**src/rtl/fp32_stream_accumulator.sv**
```systemverilog
// Sequential front end for an external combinational FP32 adder/subtractor.
// Accepts a framed stream of FP32 operands, accumulates them through the adder
// and emits one result plus a saturating beat count at end of frame.
module fp32_stream_accumulator #(
  parameter int unsigned CNT_W = 8
) (
  input  logic             clk,
  input  logic             rst_n,
  input  logic             flush,
  input  logic [31:0]      in_data,
  input  logic             in_sub,
  input  logic             in_last,
  input  logic             in_valid,
  output logic             in_ready,
  output logic [31:0]      out_data,
  output logic [CNT_W-1:0] out_count,
  output logic             out_valid,
  input  logic             out_ready,
  output logic [31:0]      add_a,
  output logic [31:0]      add_b,
  input  logic [31:0]      add_result
);

  typedef enum logic [1:0] {StIdle, StAcc, StAdd, StOut} state_e;

  state_e           state_q, state_d;
  logic [31:0]      acc_q, acc_d;
  logic [31:0]      opb_q, opb_d;
  logic [CNT_W-1:0] cnt_q, cnt_d;
  logic             last_q, last_d;
  // Holds in_ready low during reset and until the first edge after release.
  logic             rdy_q;

  logic             accept;
  logic [31:0]      eff_operand;
  logic [CNT_W-1:0] cnt_inc;

  assign eff_operand = {in_data[31] ^ in_sub, in_data[30:0]};
  assign cnt_inc     = (cnt_q == '1) ? cnt_q : cnt_q + CNT_W'(1);

  // Adder operands come straight from registers, never from the input port.
  assign add_a = acc_q;
  assign add_b = opb_q;

  // Handshake and result outputs decoded from the current state.
  always_comb begin
    in_ready  = rdy_q && !flush && ((state_q == StIdle) || (state_q == StAcc));
    accept    = in_valid && in_ready;
    out_valid = (state_q == StOut) && !flush;
    out_data  = (state_q == StOut) ? acc_q : '0;
    out_count = (state_q == StOut) ? cnt_q : '0;
  end

  // Next-state and datapath update; flush overrides every state.
  always_comb begin
    state_d = state_q;
    acc_d   = acc_q;
    opb_d   = opb_q;
    cnt_d   = cnt_q;
    last_d  = last_q;
    unique case (state_q)
      StIdle: begin
        if (accept) begin
          // First beat bypasses the adder so its bits pass through exactly.
          acc_d   = eff_operand;
          cnt_d   = CNT_W'(1);
          state_d = in_last ? StOut : StAcc;
        end
      end
      StAcc: begin
        if (accept) begin
          opb_d   = eff_operand;
          last_d  = in_last;
          cnt_d   = cnt_inc;
          state_d = StAdd;
        end
      end
      StAdd: begin
        acc_d   = add_result;
        state_d = last_q ? StOut : StAcc;
      end
      StOut: begin
        if (out_ready) state_d = StIdle;
      end
      default: state_d = StIdle;
    endcase
    if (flush) begin
      state_d = StIdle;
      cnt_d   = '0;
      last_d  = 1'b0;
    end
  end

  // State and datapath registers.
  always_ff @(posedge clk or negedge rst_n) begin
    if (!rst_n) begin
      state_q <= StIdle;
      acc_q   <= '0;
      opb_q   <= '0;
      cnt_q   <= '0;
      last_q  <= 1'b0;
      rdy_q   <= 1'b0;
    end else begin
      state_q <= state_d;
      acc_q   <= acc_d;
      opb_q   <= opb_d;
      cnt_q   <= cnt_d;
      last_q  <= last_d;
      rdy_q   <= 1'b1;
    end
  end

endmodule

```
**config.mk**
```make
export PLATFORM = sky130hd
export DESIGN_NAME = fp32_stream_accumulator
export DESIGN_NICKNAME = d
export VERILOG_FILES = /design/src/rtl/fp32_stream_accumulator.sv
export SDC_FILE = /design/constraint.sdc
export NUM_CORES = 1
export LEC_CHECK = 0
export ABC_AREA = 0
export BUFFER_PORTS_ARGS = -buffer_cell sky130_fd_sc_hd__buf_2
export CORE_MARGIN = 2
export CORE_UTILIZATION = 29
export CTS_CLUSTER_DIAMETER = 100
export DETAILED_ROUTE_END_ITERATION = 10
export MAX_ROUTING_LAYER = met4
export PLACE_DENSITY = 0.51
export SLEW_MARGIN = 20
export SYNTH_ARGS = -nofsm -noshare
export SYNTH_HDL_FRONTEND = slang
export SYNTH_SLANG_ARGS = --single-unit
```
**constraint.sdc**
```tcl
create_clock -name clk -period 2.2 [get_ports clk]
set_input_delay 0 -clock clk [delete_from_list [all_inputs] [get_ports clk]]
set_output_delay 0 -clock clk [all_outputs]
set_load 0.02 [all_outputs]
```
# Word level (Yosys, flattened, before mapping)
# Index checks and enable logic that the tools add are counted.
classes:
  n_addsub: 1
  n_eq_ne: 9
  mux: 19
  bitwise_logic: 1
  reduce_logical: 16
op_table:
  columns: ["cell", "count"]
  rows:
  - ["32-bit 2-to-1 mux", 2]
  - ["32-bit case mux with 2 select lines", 1]
  - ["8-bit 2-to-1 mux", 5]
  - ["8-bit case mux with 2 select lines", 1]
  - ["2-bit 2-to-1 mux", 6]
  - ["3-bit inequality test (second input constant)", 4]
  - ["8-bit by 1-bit adder with 8-bit output (second input constant)", 1]
  - ["8-bit equality test (second input constant)", 1]
  - ["2-bit case mux with 4 select lines", 1]
  - ["2-bit AND reduction", 3]
  - ["2-bit nonzero test", 3]
  - ["2-bit equality test (second input constant)", 2]
  - ["1-bit logical AND", 4]
  - ["4-bit AND reduction", 1]
  - ["1-bit 2-to-1 mux", 3]
  - ["3-bit AND reduction", 1]
  - ["3-bit nonzero test", 1]
  - ["2-bit by 1-bit equality test with 1-bit output (second input constant)", 1]
  - ["2-bit logical NOT", 1]
  - ["2-bit inequality test (second input constant)", 1]
  - ["1-bit logical NOT", 1]
  - ["1-bit logical OR", 1]
  - ["1-bit XOR", 1]
totals:
  register_bits: 76
  output_inout_bits: 106

# Longest topological paths before layout
# Gate-level depths: netlist of run 1.
logic_depth:
  word_depth: 7
  depth_mapped: 7

# Least setup slack after synthesis of run 1
# No wires, ideal clock.
synth_path:
  path_kind: "register -> register"
  startpoint: "register state_q[1]"
  endpoint: "register cnt_q[0]"
  setup_time_ps: 118
  arrival_ps: 1432
  required_time_ps: 2082
  setup_slack_ps: 650
  stages_incl_launch_ff: 5
  path_buffers: 0
  path_cell_list: "dfrtp_1 or3b_4 o32ai_4 a311oi_1 a21o_1"
synth_between:
  elab_chain_cells: 6
  elab_cells_between_ends: 12
synth_rtl:
  columns: ["item", "line", "text"]
  rows:
  - ["from (decl)", "26", "state_e state_q, state_d;"]
  - ["from (signal assigned)", "97", "state_q <= StIdle;"]
  - ["from (signal assigned)", "104", "state_q <= state_d;"]
  - ["2-bit by 1-bit equality test with 1-bit output / 2-bit logical NOT (equally long branches)", "47, 61", null]
  - ["1-bit logical OR", "47", "in_ready = rdy_q && !flush && ((state_q == StIdle) || (state_q == StAcc));"]
  - ["1-bit logical AND", "47", null]
  - ["1-bit logical AND", "48", "accept = in_valid && in_ready;"]
  - ["3-bit inequality test (no source line)", null, null]
  - ["4-bit AND reduction (no source line)", null, null]
  - ["to (signal assigned)", "107", "cnt_q <= cnt_d;"]
  - ["to (decl)", "29", "logic [CNT_W-1:0] cnt_q, cnt_d;"]
# Several ways; a longest one is shown, not always the timed one.
# A chain may end at the register's enable or synchronous reset.

# Final worst setup path of run 1
layout_path:
  startpoint: "register state_q[1]"
  endpoint: "register acc_q[3], in the netlist add_a[3]"
layout_between:
  elab_chain_cells: 6
  elab_cells_between_ends: 10
layout_rtl:
  columns: ["item", "line", "text"]
  rows:
  - ["2-bit by 1-bit equality test with 1-bit output / 2-bit logical NOT (equally long branches)", "47, 61", null]
  - ["1-bit logical OR", "47", null]
  - ["1-bit logical AND", "47", null]
  - ["1-bit logical AND", "48", null]
  - ["2-bit inequality test (no source line)", null, null]
  - ["2-bit AND reduction (no source line)", null, null]
  - ["to (signal assigned)", "98", "acc_q <= '0;"]
  - ["to (signal assigned)", "105", "acc_q <= acc_d;"]
  - ["to (decl)", "27", "logic [31:0] acc_q, acc_d;"]
# Several ways; a longest one is shown, not always the timed one.

==> impl_metrics.json, run 1 <==
{
  "status": "finished clean",
  "post-synth-top-area-cell": "dfrtp_1",
  "setup_viol": 0,
  "yosysSeqAreaShare_pct": 52.0,
  "clkTransAtPathRegs_ns": 0.06,
  "grt_usage_pct": 17.7,
  "drcViolationCount": 0,
  "cts.sinks": 76,
  "ir_drop_mv": 0.470,
  "combPwrFrac_pct": 27.6,
  "grt_max_degree": 77,
  "regArea_mm2": 0.00190,
  "synth_common_cells": "nand2_1, dfrtp_1, and3_1",
  "io_buffers": 176,
  "gp_congestion": 0.797,
  "die_height_um": 116,
  "synthArstFlopShare_pct": 100,
  "fin_nets": 710,
  "multiInputGateArea_mm2": 0.00163,
  "ys.flop_type": "dfrtp_1",
  "hold_slack_ns": 0.0139,
  "setup_tns_ns": 0,
  "clk_root_buffer_cell": "clkbuf_16",
  "avgRoutedWirePerCell_um": 14.2,
  "num_rows": 41,
  "dp_cells": 734,
  "seqPwrFrac_pct": 37.9,
  "cts_tree": "built",
  "yosysTopAreaCellShare_pct": 52.0,
  "post_cts_buffers": 0,
  "worstPathArrival_ns": 2.08,
  "drive_gt1_share_pct": 33.1,
  "switchingPower_mw": 1.72,
  "dr.pass1.iters": 5,
  "critical_path_class": "register to register",
  "fin_worst_skew_ns": 0.00208,
  "power.share.clock_pct": 34.5,
  "drt_iter0_drc": 165,
  "max_freq_mhz": 529,
  "drtAntennaViolNets": 0,
  "synth_edf_count": 0,
  "routed_via_density": 4.47,
  "start_util_pct": 29.3,
  "insertion_delay_ns": 0.33,
  "synth_cell_types": 40,
  "fin_crit_sh_pct": 85.8,
  "worst-path-max-fanout": 42,
  "yosysWarnings": 0,
  "diodes": 0,
  "period_needed_ns": 1.89,
  "slew_headroom_pct": 36.7,
  "synth_nets": 475,
  "fp.dieW_um": 116,
  "place_hpwl_um": 7800,
  "io_pins": 177,
  "static-leakage-power_nw": 3.35,
  "grt_antenna_before_repair": 0,
  "synth.most_common_cell": "nand2_1",
  "synthTopCellsByArea": "dfrtp_1, nand2_1, mux2i_1",
  "cts-resized-gates": 0,
  "drt-total-wl_um": 11600,
  "avgSynthCellArea_um2": 9.08,
  "worstHoldPathType": "input port to register",
  "maxCapViolations": 0,
  "r2r-end": "add_a[3]",
  "fin_cells": 815,
  "grt_setup_unrepaired": "no",
  "cts_buffers": 9,
  "start_kind": "register",
  "worst_ep_required_time_ns": 2.39,
  "maxSlewViolCount": 0,
  "holdPathEnd": "add_a[26]",
  "clock_path_buffers": 2,
  "holdCritStartpoint": "add_result[26]",
  "rrSetupSlack_ns": 0.31,
  "finalHoldViolations": 0,
  "num_vias": 3640,
  "r2r_start": "state_q[1]",
  "grt_pass1_wl_um": 18000,
  "ys_ff_latch": 76,
  "p_sw_share_pct": 32.9,
  "fillers": 1212,
  "cellPowerDensity_mw_per_mm2": 903,
  "synthToLayoutAreaGrowth_pct": 58.0,
  "grt_overflow": 0,
  "syn_area_mm2": 0.00366,
  "fp.dieArea_mm2": 0.0135,
  "min_path_cells": 3,
  "core_mm2": 0.0125,
  "tightest_slew_ns": 0.950,
  "htree_levels": 3,
  "synth_cells": 403,
  "grt_pass1_vias": 3578,
  "ff2ff_path_depth": 5,
  "p_int_mw": 3.50,
  "end_kind": "register"
}
layout make-up:
| type | count | area share (%) |
|---|---|---|
| Timing Repair Buffer | 252 | 28.6 |
| Inverter | 3 | 0.195 |
| Sequential cell | 76 | 32.9 |
| Clock inverter | 7 | 2.40 |
| Tap cell | 172 | 3.72 |
| Clock buffer | 9 | 3.90 |
| Multi-Input combinational cell | 296 | 28.3 |
through the flow:
| step | setup slack, ns | power [mW] | cell area, um2 | util [%] |
|---|---|---|---|---|
| after floorplan | 0.650 | 2.75 | 3660 | - |
| after global placement | 0.383 | 3.34 | 4760 | 38.2 |
| after detailed placement | 0.311 | 3.36 | 4760 | 38.2 |
| after CTS | 0.294 | 5.28 | 5780 | 46.4 |
| after global routing | 0.119 | 5.52 | 5780 | 46.4 |
| final | 0.311 | 5.22 | 5780 | 46.4 |
registers in the layout, indices dropped and copies added (netlist names):
signal   flops
cnt_q        8
rdy_q        1
last_q       1
add_a       32
state_q      2
add_b       32
timing repair:
action / in CTS / in global routing
setup endpoints to repair: 0 / 0
hold buffers: 65 / 0
endpoints found under the hold margin: 139 / 0
worst max-delay path by stage:
stage | start | endpoint | slack (ns) | cells past startpoint
after floorplan | state_q[1] | cnt_q[0] | 0.65 | 4
after global placement | state_q[1] | cnt_q[6] | 0.38 | 4
after detailed placement | state_q[1] | add_a[2] | 0.31 | 5
after CTS | state_q[1] | add_a[3] | 0.29 | 5
after global routing | state_q[1] | add_a[12] | 0.12 | 5
final | state_q[1] | add_a[3] | 0.31 | 5
cells in the final DEF (no fill, tap or decap), types with 2 or more instances in the layout:
cell type      instances
or3_1                  2
dfrtp_1               76
nand3_1                4
clkbuf_16              9
and3_1                39
buf_2                175
dlygate4sd3_1         65
inv_1                  2
nand4b_1               2
a31oi_1                2
bufinv_16              4
nor2_1                 7
o21ai_0               38
nand2_1              141
a21oi_1                4
mux2i_1               32
buf_4                  9
clkinv_2               2
buf_12                 3
worst max-delay path: stages, from the launching register on:
cell,delay (ns)
dfrtp_1,0.54
buf_4,0.31
and4bb_2,0.27
o21bai_4,0.12
buf_4,0.34
o21ai_0,0.16
layer usage:
layer  track usage, %  vias up  share of wire [%]
li1                 -     1830                  -
met1             22.7     1684                 45
met2             29.0      114                 49
met3             2.54       12                4.4
met4             6.11        0                1.4
met5                -        -                  0
power groups by stage:
stage	Combinational, mW	Sequential (mW)	Clock, mW
4_1_cts	1.45	1.98	1.85
5_1_grt	1.59	2.02	1.91
6_report	1.44	1.98	1.80
3_5_place_dp	1.36	2.00	0
2_1_floorplan	0.374	2.38	0
3_3_place_gp	1.34	2.00	0
kinds of logic (layout without fill, tap and decap cells):
| group | Yosys count | in the layout | share of synthesized area, % |
|---|---|---|---|
| compound gates | 53 | 53 | 8.76 |
| xor+xnor | 1 | 1 | 0.240 |
| fa+ha+maj | 1 | 1 | 0.342 |
| buf+inv | 31 | 271 | 3.80 |
| flops | 76 | 76 | 52.0 |
| mux | 32 | 32 | 8.76 |
| other cells | 1 | 1 | 0.103 |
| simple gates | 208 | 208 | 26.0 |
No activity file was read; power rests on OpenSTA's default activity.
==> run 2, diff against run 1 <==
PLACE_DENSITY = 0.54   (was 0.51)
SETUP_SLACK_MARGIN = 0.02   (was unset)
SKIP_CTS_REPAIR_TIMING = 1   (was unset)
==> run 2 against run 1 <==
The flow now finishes with violations (hold timing). Clock-buffer cell count rose by 2. Sequential share of layout area grew 2.0 points. Wire length shrank 4.3%.
==> impl_metrics.json, run 2 (synthesis results as in run 1) <==
{
  "status": "finished with violations",
  "failed_checks": "hold timing",
  "avgRoutedWirePerCell_um": 13.9,
  "dp_cells": 737,
  "cts_tree": "built",
  "grt_pass1_wl_um": 16700,
  "dr.pass1.iters": 4,
  "drtAntennaViolNets": 0,
  "diodes": 0,
  "gp_congestion": 0.776,
  "drive_gt1_share_pct": 34.0,
  "grt_max_degree": 51,
  "r2r-end": "cnt_q[0]",
  "tightest_slew_ns": 0.543,
  "fp.dieArea_mm2": 0.0135,
  "endpoint": "cnt_q[0]",
  "power.share.clock_pct": 28.7,
  "place_hpwl_um": 7830,
  "drt_iter0_drc": 159,
  "insertion_delay_ns": 0.33,
  "clk_root_buffer_cell": "clkbuf_16",
  "drcViolationCount": 0,
  "seqPwrFrac_pct": 41.7,
  "fillers": 1247,
  "crit_path_start": "state_q[0]",
  "cts_buffers": 9,
  "start_util_pct": 29.3,
  "clock_path_buffers": 2,
  "critical_path_class": "register to register",
  "grt_antenna_before_repair": 0,
  "clkTransAtPathRegs_ns": 0.06,
  "worstPathArrival_ns": 2.04,
  "ff2ff_path_depth": 4,
  "hold_slack_ns": -0.0405,
  "switchingPower_mw": 1.70,
  "synthToLayoutAreaGrowth_pct": 48.9,
  "io_buffers": 176,
  "slew_headroom_pct": 63.8,
  "maxCapViolations": 0,
  "start_kind": "register",
  "ir_drop_mv": 0.404,
  "num_vias": 3567,
  "die_height_um": 116,
  "grt_usage_pct": 16.5,
  "combPwrFrac_pct": 29.7,
  "p_sw_share_pct": 36.0,
  "worstHoldPathType": "input port to register",
  "io_pins": 177,
  "grt_setup_unrepaired": "no",
  "max_freq_mhz": 549,
  "p_int_mw": 3.02,
  "setup_viol": 0,
  "fin_cells": 795,
  "fp.dieW_um": 116,
  "worst-path-max-fanout": 15,
  "num_rows": 41,
  "htree_levels": 3,
  "fin_crit_sh_pct": 82.7,
  "fin_util_pct": 43.7,
  "rrSetupSlack_ns": 0.38,
  "finalHoldViolations": 21,
  "fin_nets": 690,
  "grt_overflow": 0,
  "setup_tns_ns": 0,
  "grt_pass1_vias": 3249,
  "core_mm2": 0.0125,
  "final_common_cell": "buf_2",
  "worst_ep_required_time_ns": 2.42,
  "cellPowerDensity_mw_per_mm2": 868,
  "drt-total-wl_um": 11100,
  "r2r_start": "state_q[0]",
  "period_needed_ns": 1.82,
  "static-leakage-power_nw": 3.20,
  "routed_via_density": 4.49,
  "end_kind": "register",
  "cts.sinks": 76,
  "maxSlewViolCount": 0,
  "fin_worst_skew_ns": 0.00918,
  "layout_common_cells": "buf_2, nand2_1, dfrtp_1"
}
## run 2: per-layer routing
layer / GRT usage, % / vias up / wire length [um]
li1: - / 1782 / -
met1: 21.0 / 1673 / 5000
met2: 26.4 / 99 / 5420
met3: 4.00 / 13 / 494
met4: 4.44 / 0 / 160
met5: - / - / 0
## run 2: critical path: stages (launching register included)
cell      delay [ns]
dfrtp_1         0.57
or3b_4          0.45
o32ai_4         0.43
a311oi_1        0.09
a21o_1          0.17
## run 2: area by class of cell
cell class | instances | area [um2] | area share, %
Tap cell | 172 | 215 | 3.95
Multi-Input combinational cell | 296 | 1630 | 29.9
Clock inverter | 5 | 37.5 | 0.689
Sequential cell | 76 | 1900 | 34.9
Clock buffer | 11 | 233 | 4.27
Inverter | 3 | 11.3 | 0.207
Timing Repair Buffer | 232 | 1420 | 26.1
## run 2: worst min-delay path by stage
| stage | start | cells after the start | to | slack, ns |
|---|---|---|---|---|
| floorplan | rst_n | 0 | add_a[0] | -0.30 |
| global placement | rst_n | 1 | add_a[29] | 0.02 |
| detailed placement | rst_n | 1 | add_a[29] | 0.03 |
| CTS | rst_n | 1 | add_a[29] | -0.32 |
| global route | add_result[16] | 3 | add_a[16] | 0.002 |
| finish | add_result[8] | 3 | add_a[8] | -0.04 |
## run 2: power by group through the flow
stage	logic, mW	clock network, mW	registers, mW
after floorplan	0.374	0	2.38
after global placement	1.35	0	1.98
after detailed placement	1.37	0	1.99
after CTS	1.37	1.40	1.97
after global routing	1.55	1.46	2.02
final	1.40	1.35	1.97
## run 2: metrics by stage
stage	total power [mW]	area, um2	setup WS, ns	hold WS, ns
final	4.73	5450	0.380	-0.0405
after detailed placement	3.36	4760	0.404	0.0272
after global routing	5.03	5450	0.254	0.00235
after global placement	3.33	4760	0.443	0.0228
after floorplan	2.75	3660	0.650	-0.296
after CTS	4.74	5030	0.387	-0.325
